## config.mk

```make
export PLATFORM = sky130hd
export DESIGN_NAME = seven_seg_scan_ctrl
export DESIGN_NICKNAME = d
export VERILOG_FILES = /design/src/rtl/seven_seg_scan_ctrl.sv
export SDC_FILE = /design/constraint.sdc
export NUM_CORES = 1
export LEC_CHECK = 0
export ABC_AREA = 1
export BUFFER_PORTS_ARGS = -buffer_cell sky130_fd_sc_hd__clkbuf_2
export CAP_MARGIN = 40
export CORE_UTILIZATION = 55
export CTS_BUF_LIST = sky130_fd_sc_hd__clkbuf_4
export DETAILED_ROUTE_END_ITERATION = 12
export GPL_TIMING_DRIVEN = 1
export PLACE_DENSITY_LB_ADDON = 0.08
export SKIP_CTS_REPAIR_TIMING = 1
export SYNTH_ARGS = -nofsm -noshare
export SYNTH_HDL_FRONTEND = slang
export SYNTH_SLANG_ARGS = --single-unit
export TNS_END_PERCENT = 50
```

## constraint.sdc

```tcl
create_clock -name clk -period 5.95 [get_ports clk]
set_input_delay 0.8925 -clock clk [delete_from_list [all_inputs] [get_ports clk]]
set_output_delay 0.8925 -clock clk [all_outputs]
set_load 0.05 [all_outputs]
```

## src/rtl/seven_seg_scan_ctrl.sv

```systemverilog
// Four-digit common-anode 7-segment scan controller with per-digit dead time,
// hex decoding and a frame-synchronous valid/ready update port.
module seven_seg_scan_ctrl #(
    parameter int SCAN_DIV     = 100000,
    parameter int BLANK_CYCLES = 1000
) (
    input  logic        clk,
    input  logic        reset,
    input  logic        wr_valid,
    output logic        wr_ready,
    input  logic [15:0] wr_data,
    input  logic [3:0]  wr_blank,
    input  logic [3:0]  wr_dp,
    output logic [7:0]  seg_n,
    output logic [3:0]  an_n,
    output logic        frame_done
);

    localparam int MAX_CYC = (SCAN_DIV > BLANK_CYCLES) ? SCAN_DIV : BLANK_CYCLES;
    localparam int CW      = $clog2(MAX_CYC);
    localparam logic [CW-1:0] BLANK_LAST = CW'(BLANK_CYCLES - 1);
    localparam logic [CW-1:0] DRIVE_LAST = CW'(SCAN_DIV - 1);
    localparam logic [CW-1:0] CNT_ZERO   = CW'(0);
    localparam logic [CW-1:0] CNT_ONE    = CW'(1);

    typedef enum logic {
        ST_BLANK = 1'b0,
        ST_DRIVE = 1'b1
    } state_t;

    state_t          state_r;
    logic [CW-1:0]   cnt_r;
    logic [1:0]      idx_r;
    logic [15:0]     act_data_r;
    logic [3:0]      act_blank_r;
    logic [3:0]      act_dp_r;
    logic [15:0]     shd_data_r;
    logic [3:0]      shd_blank_r;
    logic [3:0]      shd_dp_r;
    logic            pending_r;
    logic [7:0]      seg_n_r;
    logic [3:0]      an_n_r;
    logic            frame_done_r;

    logic [3:0]      cur_nib_s;
    logic            cur_blank_s;
    logic            cur_dp_s;
    logic [7:0]      drive_code_s;
    logic [3:0]      drive_an_s;
    logic            accept_s;

    // Active-low a..g pattern for one hex nibble (bit 0 = segment a).
    function automatic logic [6:0] hex_to_seg(input logic [3:0] nib);
        logic [6:0] code;
        case (nib)
            4'h0:    code = 7'h40;
            4'h1:    code = 7'h79;
            4'h2:    code = 7'h24;
            4'h3:    code = 7'h30;
            4'h4:    code = 7'h19;
            4'h5:    code = 7'h12;
            4'h6:    code = 7'h02;
            4'h7:    code = 7'h78;
            4'h8:    code = 7'h00;
            4'h9:    code = 7'h10;
            4'hA:    code = 7'h08;
            4'hB:    code = 7'h03;
            4'hC:    code = 7'h46;
            4'hD:    code = 7'h21;
            4'hE:    code = 7'h06;
            4'hF:    code = 7'h0E;
            default: code = 7'h7F;
        endcase
        return code;
    endfunction

    assign accept_s   = wr_valid & ~pending_r;
    assign wr_ready   = ~pending_r;
    assign seg_n      = seg_n_r;
    assign an_n       = an_n_r;
    assign frame_done = frame_done_r;

    // Select the active nibble and build the segment/anode pattern for the next digit.
    always_comb begin
        cur_nib_s    = act_data_r[{idx_r, 2'b00} +: 4];
        cur_blank_s  = act_blank_r[idx_r];
        cur_dp_s     = act_dp_r[idx_r];
        drive_code_s = {~cur_dp_s, (cur_blank_s ? 7'h7F : hex_to_seg(cur_nib_s))};
        drive_an_s   = ~(4'b0001 << idx_r);
    end

    // Scan state machine, write port and frame-boundary update of the active set.
    always_ff @(posedge clk or posedge reset) begin
        if (reset) begin
            state_r      <= ST_BLANK;
            cnt_r        <= CNT_ZERO;
            idx_r        <= 2'd0;
            act_data_r   <= 16'h0000;
            act_blank_r  <= 4'hF;
            act_dp_r     <= 4'h0;
            shd_data_r   <= 16'h0000;
            shd_blank_r  <= 4'h0;
            shd_dp_r     <= 4'h0;
            pending_r    <= 1'b0;
            seg_n_r      <= 8'hFF;
            an_n_r       <= 4'hF;
            frame_done_r <= 1'b0;
        end else begin
            frame_done_r <= 1'b0;
            // A write can only land while nothing is pending, so it never
            // collides with the boundary copy below (which needs pending set).
            if (accept_s) begin
                shd_data_r  <= wr_data;
                shd_blank_r <= wr_blank;
                shd_dp_r    <= wr_dp;
                pending_r   <= 1'b1;
            end
            case (state_r)
                ST_BLANK: begin
                    if (cnt_r == BLANK_LAST) begin
                        state_r <= ST_DRIVE;
                        cnt_r   <= CNT_ZERO;
                        seg_n_r <= drive_code_s;
                        an_n_r  <= drive_an_s;
                    end else begin
                        cnt_r <= cnt_r + CNT_ONE;
                    end
                end
                ST_DRIVE: begin
                    if (cnt_r == DRIVE_LAST) begin
                        state_r <= ST_BLANK;
                        cnt_r   <= CNT_ZERO;
                        idx_r   <= idx_r + 2'd1;
                        seg_n_r <= 8'hFF;
                        an_n_r  <= 4'hF;
                        if (idx_r == 2'd3) begin
                            frame_done_r <= 1'b1;
                            if (pending_r) begin
                                act_data_r  <= shd_data_r;
                                act_blank_r <= shd_blank_r;
                                act_dp_r    <= shd_dp_r;
                                pending_r   <= 1'b0;
                            end
                        end
                    end else begin
                        cnt_r <= cnt_r + CNT_ONE;
                    end
                end
                default: begin
                    state_r <= ST_BLANK;
                    cnt_r   <= CNT_ZERO;
                    seg_n_r <= 8'hFF;
                    an_n_r  <= 4'hF;
                end
            endcase
        end
    end

endmodule

```

==> impl_results.rst, run 1 <==
.. list-table::
   :header-rows: 1

   * - Metric
     - Value
   * - Status
     - finished, final reports clean
   * - Biggest fanout along the worst timing path
     - 26
   * - Part of the Yosys area used for sequential elements
     - 48.71%
   * - Ys Warns
     - 0
   * - Die Span Y
     - 89.95 microns
   * - Transition time of the tightest slew-check pin
     - 0.9454 ns
   * - Max Clock Freq
     - 441.5 MHz
   * - Initial cell density of the core
     - 57.72%
   * - Gp weighted congestion
     - 0.8724
   * - Sum of routed wire length over all layers
     - 8497 microns
   * - Part of the cycle the worst path needs
     - 38.06%
   * - Post-Synthesis Mean Instance Area
     - 8.474 sq um
   * - Flip-flop and latch count after synthesis
     - 82
   * - Cell breakdown of the critical path
     - ha_1, nand3_4, nand2_1, nand2_1
   * - Final hold vios
     - 0
   * - Endpoint arrival time on the critical path
     - 2.59 ns
   * - Post-synthesis share of cell area spent on and, or, nand and nor gates
     - 30.44%
   * - Shortest period the worst path allows
     - 2.265 ns
   * - Dominant combinational cell family by area after synthesis
     - simple AND/OR/NAND/NOR gates
   * - Gr ovfl total
     - 0
   * - DP Wirelength
     - 6099 microns
   * - Kind of critical path
     - register to register
   * - Most used cell along the critical path
     - sky130_fd_sc_hd__nand2_1
   * - Clock Sinks
     - 82
   * - Total Nets Final
     - 579
   * - Worst VDD drop
     - 0.0001609 V
   * - Multiplexer share of the synthesized area
     - 6.353%
   * - Die width
     - 89.95 microns
   * - Clock transition time at the flip-flop clock pins of the worst setup and hold paths
     - 0.14 ns
   * - XOR/XNOR share of the synthesized area
     - 2.059%
   * - Cell class contributing the biggest share of worst-path delay
     - adder cells
   * - Count of TritonRoute iterations in the first routing pass
     - 4
   * - Critical path capture point type
     - register
   * - Largest net degree at the start of global routing
     - 64
   * - Number of remaining DRC errors
     - 0
   * - Initial antenna violation count
     - 0
   * - Compound-cell area share of the yosys netlist
     - 2.471%
   * - Vias in the first global route
     - 3257
   * - Mapped Cells
     - 502
   * - Inserted Clock Buffers
     - 9
   * - Number of H-tree levels
     - 3
   * - Total track usage
     - 22.91%
   * - Unrepaired setup endpoints after global routing
     - no
   * - Cell area after synthesis
     - 0.004254 sq mm
   * - Category of the worst setup path launch point
     - register
   * - DRT antenna net count
     - 0
   * - Layout Skew
     - 0.01408 ns
   * - Pre-CTS WS
     - 3.677 ns
   * - Total Power
     - 0.9186 mW
   * - Most common library cell in the layout ignoring fill and taps
     - sky130_fd_sc_hd__nand2_1
   * - TritonCTS clock tree
     - yes
   * - Ant diodes
     - 0
   * - Count of input and output buffers
     - 40
   * - Final setup violation count
     - 0
   * - Leakage power
     - 2.554 nW
   * - Worst setup slack after layout
     - 3.685 ns
   * - P&R area growth vs syn
     - 10.00%
   * - Power density of the placed cells
     - 196.3 mW/mm^2
   * - Clock Latency Late Sink
     - 0.43 ns
   * - Post-Syn Nets
     - 540
   * - Die footprint
     - 0.008090 sq mm
   * - Wire length of the first global-routing pass
     - 14920 microns
   * - Buffers plus inverters on the worst setup path
     - 0
   * - Worst rel slew slack
     - 36.97%
   * - Number of vias in the routed layout
     - 3331
   * - Commonest non-fill, non-tap cells in the layout
     - sky130_fd_sc_hd__nand2_1 (142), sky130_fd_sc_hd__dfrtp_1 (66), sky130_fd_sc_hd__nor2_1 (54)
   * - Synth unique cells
     - 29
   * - Post-detailed-route via-to-cell ratio
     - 5.164
   * - Slowest cell on the critical path
     - sky130_fd_sc_hd__ha_1
   * - Fraction of layout instances using a drive strength above 1
     - 23.08%
   * - Detail-routed net length per standard cell
     - 13.17 microns
   * - Number of max-cap violations
     - 0
   * - Max Buffers Root-to-Sink
     - 2
   * - Total core area
     - 0.007370 sq mm
   * - TNS Setup
     - 0 ns
   * - Drt initial violations
     - 189
   * - Number of max-slew violations in the final report
     - 0
   * - Clk Tree Root Cell
     - sky130_fd_sc_hd__clkbuf_4
   * - Adder-cell area share of the yosys netlist
     - 3.235%
   * - Number of top-level design ports
     - 41
   * - Std-Cell Rows
     - 31
   * - Crit path required time
     - 6.27 ns
   * - Worst min path class
     - input port to async pin
   * - Largest stage delay on the critical path
     - 0.87 ns
flip-flops by register name, indices dropped and copies added, names as in the netlist, 8 cells and up:
register,cells
seg_n,8
cnt_r,17
shd_data_r,16
act_data_r,16
where the power goes:
part / switching [mW] / total (mW) / internal (mW)
Sequential: 0 / 0.558 / 0.558
Clock: 0.208 / 0.340 / 0.132
Combinational: 0.0125 / 0.0209 / 0.00844
Total: 0.221 / 0.919 / 0.698
final timing paths:
kind	from	end	slack [ns]	cells after the start
worst min register to register	act_blank_r[3]	act_blank_r[3]	0.47	2
worst max register to register	idx_r[0]	act_dp_r[3]	3.69	4
min in group clk	act_blank_r[3]	act_blank_r[3]	0.47	2
worst max-delay path	idx_r[0]	act_dp_r[3]	3.69	4
max in group asynchronous	reset	seg_n[5]	4.88	4
worst min-delay path	reset	shd_dp_r[0]	0.44	3
cells by family after synthesis:
family / after synthesis
flops: 82
compound gates: 20
simple gates: 289
xor+xnor: 10
buf+inv: 66
mux: 24
fa+ha+maj: 11
metrics by stage:
stage               util [%]  hold WS, ns  instance area [sq um]  instances
floorplan                  -       0.4297                   4254        502
global placement       60.97       0.4495                   4493        627
detailed placement     61.55       0.4542                   4536        629
CTS                    63.50       0.4338                   4679        645
global route           63.50       0.4391                   4679        645
finish                 63.50       0.4404                   4679        645
final cells by class:
class / instances / area, sq um
Fill cell: 637 / 2690
Sequential cell: 82 / 2072
Multi-Input combinational cell: 354 / 1896
Timing Repair Buffer: 43 / 250.2
Inverter: 51 / 193.9
Tap cell: 99 / 123.9
Clock inverter: 7 / 76.32
Clock buffer: 9 / 67.56
worst register-to-register path, stage by stage (launching register included):
cell and delay [ns]:
sky130_fd_sc_hd__dfrtp_1 0.67, sky130_fd_sc_hd__ha_1 0.87, sky130_fd_sc_hd__nand3_4 0.40, sky130_fd_sc_hd__nand2_1 0.14
sky130_fd_sc_hd__nand2_1 0.07
synthesized netlist by cell type:
cell / instances / area (sq um)
sky130_fd_sc_hd__a21oi_1: 6 / 30.03
sky130_fd_sc_hd__buf_2: 6 / 30.03
sky130_fd_sc_hd__buf_4: 2 / 15.01
sky130_fd_sc_hd__buf_6: 3 / 33.78
sky130_fd_sc_hd__clkbuf_1: 4 / 15.01
sky130_fd_sc_hd__clkinv_2: 1 / 5.000
sky130_fd_sc_hd__dfrtp_1: 66 / 1652
sky130_fd_sc_hd__dfstp_2: 16 / 420.4
sky130_fd_sc_hd__ha_1: 11 / 137.6
sky130_fd_sc_hd__inv_1: 44 / 165.2
sky130_fd_sc_hd__inv_2: 6 / 22.52
sky130_fd_sc_hd__mux2_2: 24 / 270.3
sky130_fd_sc_hd__nand2_1: 142 / 533.0
sky130_fd_sc_hd__nand2_2: 5 / 31.28
sky130_fd_sc_hd__nand3_1: 43 / 215.2
sky130_fd_sc_hd__nand3_2: 2 / 20.02
sky130_fd_sc_hd__nand3_4: 1 / 17.52
sky130_fd_sc_hd__nand4_1: 26 / 162.7
sky130_fd_sc_hd__nor2_1: 54 / 202.7
sky130_fd_sc_hd__nor2_2: 7 / 43.79
sky130_fd_sc_hd__nor2_4: 1 / 11.26
sky130_fd_sc_hd__nor2_8: 1 / 20.02
sky130_fd_sc_hd__nor3_1: 5 / 25.02
sky130_fd_sc_hd__o211ai_1: 1 / 7.510
sky130_fd_sc_hd__o21ai_0: 10 / 50.05
sky130_fd_sc_hd__o21ai_1: 1 / 5.000
sky130_fd_sc_hd__o22ai_1: 2 / 12.51
sky130_fd_sc_hd__or2_2: 2 / 12.51
sky130_fd_sc_hd__xor2_1: 10 / 87.58
layer usage:
| layer | GRT usage (%) | share of wire [%] | vias up |
|---|---|---|---|
| met5 | 0 | 0 | - |
| met4 | 7.527 | 1.1 | 0 |
| met3 | 4.822 | 2.7 | 9 |
| met2 | 38.65 | 49 | 49 |
| met1 | 29.51 | 47 | 1581 |
| li1 | - | - | 1692 |
(Power assumes the default switching activity.)
==> run 2: changes to the inputs <==
Clock period 5.95 ns to 2.06 ns, I/O delays scaled along.
==> run 2 against run 1 <==
Clock-buffer cell count unchanged. Largest cell class unchanged. Highest routed layer unchanged. Register-to-register slack got worse by 3.5 ns. Clock power increased to 2.5 times the previous value. Sequential share of layout area down 0.40 points. Critical path type unchanged. Via count increased by 1.2%. Sequential power rose to 2.9 times the previous value. Cell count is 1.2% higher. Non-clock buffer count increased by 8. Critical path depth is 9 higher.
==> impl_results.rst, run 2 (synthesis results as in run 1) <==
.. list-table::
   :header-rows: 1

   * - Metric
     - Value
   * - Number of vias in the routed layout
     - 3371 (was 3331)
   * - Number of flip-flops under the largest register name
     - 17 (unchanged)
   * - Number of top-level design ports
     - 41 (unchanged)
   * - Die width
     - 89.95 microns (unchanged)
   * - Part of the cycle the worst path needs
     - 89.38% (was 38.06%)
   * - Number of H-tree levels
     - 3 (unchanged)
   * - Gr ovfl total
     - 0 (unchanged)
   * - Die footprint
     - 0.008090 sq mm (unchanged)
   * - P&R area growth vs syn
     - 11.15% (was 10.00%)
   * - DP Wirelength
     - 6335 microns (was 6099 microns)
   * - Count of input and output buffers
     - 40 (unchanged)
   * - Clock Sinks
     - 82 (unchanged)
   * - Status
     - finished, final reports clean (unchanged)
   * - Largest registers
     - cnt_r x17, act_data_r x16, shd_data_r x16 (unchanged)
   * - Power density of the placed cells
     - 535.2 mW/mm^2 (was 196.3 mW/mm^2)
   * - Commonest non-fill, non-tap cells in the layout
     - sky130_fd_sc_hd__nand2_1 (140), sky130_fd_sc_hd__dfrtp_1 (64), sky130_fd_sc_hd__nor2_1 (54) (was sky130_fd_sc_hd__nand2_1 (142), sky130_fd_sc_hd__dfrtp_1 (66), sky130_fd_sc_hd__nor2_1 (54))
   * - Leakage power
     - 2.576 nW (was 2.554 nW)
   * - TNS Setup
     - 0 ns (unchanged)
   * - Core Util, Final
     - 64.16% (was 63.50%)
   * - Max Buffers Root-to-Sink
     - 2 (unchanged)
   * - Biggest fanout along the worst timing path
     - 12 (was 26)
   * - Total Nets Final
     - 587 (was 579)
   * - Die Span Y
     - 89.95 microns (unchanged)
   * - Wire length of the first global-routing pass
     - 15260 microns (was 14920 microns)
   * - Kind of critical path
     - register to register (unchanged)
   * - Shortest period the worst path allows
     - 1.841 ns (was 2.265 ns)
   * - Fillcell total
     - 673 (was 637)
   * - Worst Hold Margin
     - 0.1011 ns (was 0.4404 ns)
   * - Unrepaired setup endpoints after global routing
     - no (unchanged)
   * - Gp weighted congestion
     - 0.9411 (was 0.8724)
   * - Inserted Clock Buffers
     - 9 (unchanged)
   * - Initial cell density of the core
     - 57.72% (unchanged)
   * - Worst VDD drop
     - 0.0003176 V (was 0.0001609 V)
   * - Sequential standard cell area
     - 0.002074 sq mm (was 0.002072 sq mm)
   * - Number of max-cap violations
     - 0 (unchanged)
   * - Fraction of layout instances using a drive strength above 1
     - 24.91% (was 23.08%)
   * - Total Power
     - 2.530 mW (was 0.9186 mW)
   * - Vias in the first global route
     - 3309 (was 3257)
   * - Initial antenna violation count
     - 0 (unchanged)
   * - Final hold vios
     - 0 (unchanged)
   * - Number of max-slew violations in the final report
     - 0 (unchanged)
   * - Final Instance Area
     - 0.004728 sq mm (was 0.004679 sq mm)
   * - Clk Tree Root Cell
     - sky130_fd_sc_hd__clkbuf_4 (unchanged)
   * - Number of remaining DRC errors
     - 0 (unchanged)
   * - Ant diodes
     - 0 (unchanged)
   * - Worst rel slew slack
     - 68.45% (was 36.97%)
   * - Total core area
     - 0.007370 sq mm (unchanged)
   * - TritonCTS clock tree
     - yes (unchanged)
   * - DRT antenna net count
     - 0 (unchanged)
   * - Transition time of the tightest slew-check pin
     - 0.4732 ns (was 0.9454 ns)
   * - Final setup violation count
     - 0 (unchanged)
   * - Count of TritonRoute iterations in the first routing pass
     - 4 (unchanged)
   * - Crit path required time
     - 2.44 ns (was 6.27 ns)
   * - Critical path capture point type
     - register (unchanged)
   * - Worst reg2reg setup slack
     - 0.22 ns (was 3.69 ns)
   * - Std-Cell Rows
     - 31 (unchanged)
   * - Worst min path class
     - input port to register (was input port to async pin)
   * - Clock Latency Late Sink
     - 0.43 ns (about the same)
   * - Drt initial violations
     - 104 (was 189)
   * - Max Clock Freq
     - 543.1 MHz (was 441.5 MHz)
   * - Endpoint arrival time on the critical path
     - 2.22 ns (was 2.59 ns)
   * - Clock transition time at the flip-flop clock pins of the worst setup and hold paths
     - 0.15 ns (was 0.14 ns)
   * - Layout Skew
     - 0.02229 ns (was 0.01408 ns)
   * - Area post-placement
     - 0.004588 sq mm (was 0.004536 sq mm)
   * - Largest register by flop count
     - cnt_r (unchanged)
   * - Largest net degree at the start of global routing
     - 83 (was 64)
   * - Detail-routed net length per standard cell
     - 13.44 microns (was 13.17 microns)
   * - Category of the worst setup path launch point
     - register (unchanged)
   * - Post-detailed-route via-to-cell ratio
     - 5.162 (was 5.164)
   * - Total track usage
     - 23.66% (was 22.91%)
   * - Most common library cell in the layout ignoring fill and taps
     - sky130_fd_sc_hd__nand2_1 (unchanged)
   * - Sum of routed wire length over all layers
     - 8778 microns (was 8497 microns)
   * - Area of the multi-input gates
     - 0.001903 sq mm (was 0.001896 sq mm)
run 2: where the power goes:
group          switching [mW]  leakage (nW)  internal [mW]
sequential                  0          1.06           1.61
clock                   0.600        0.0671          0.259
combinational          0.0364          1.44         0.0231
run 2: final cells by class:
type                       count  share of cell area (%)
sequential                    82                   43.87
multi-input combinational    354                   40.25
timing repair buffer          51                   6.563
inverter                      51                   4.155
tap                           99                   2.620
clock buffer                   9                   1.429
clock inverter                 7                   1.111
run 2: metrics by stage:
step	cells	setup WS, ns
finish	653	0.2188
global route	653	0.02999
global placement	636	0.1308
floorplan	502	0.3354
detailed placement	636	0.09211
CTS	652	0.05310
run 2: path summary, 6_finish.rpt:
kind	startpoint	endpoint	cells after the start
max in group asynchronous	reset	seg_n[3]	4
min reg2reg	cnt_r[0]	cnt_r[0]	1
min in group asynchronous	reset	shd_dp_r[1]	4
min	wr_data[7]	shd_data_r[7]	2
max	idx_r[0]	seg_n[2]	13
max reg2reg	idx_r[0]	seg_n[2]	13
run 2: layer usage:
layer / up-vias / global-route usage [%] / part of all wire [%]
met5: - / 0 / 0
met4: 0 / 8.333 / 1.7
met3: 12 / 4.146 / 2.5
met2: 56 / 38.97 / 49
met1: 1590 / 31.68 / 47
li1: 1713 / - / -
run 2: critical path, stage by stage (launching register included):
cell and delay [ns]:
sky130_fd_sc_hd__dfrtp_2 0.48, sky130_fd_sc_hd__buf_4 0.20, sky130_fd_sc_hd__nand2_1 0.08, sky130_fd_sc_hd__nand3_1 0.09
sky130_fd_sc_hd__nand2_2 0.15, sky130_fd_sc_hd__inv_1 0.10, sky130_fd_sc_hd__ha_2 0.21, sky130_fd_sc_hd__inv_1 0.08
sky130_fd_sc_hd__nand3_1 0.10, sky130_fd_sc_hd__nand2_1 0.09, sky130_fd_sc_hd__nand2_1 0.05, sky130_fd_sc_hd__nand2_1 0.05
sky130_fd_sc_hd__o21ai_1 0.06, sky130_fd_sc_hd__inv_1 0.06
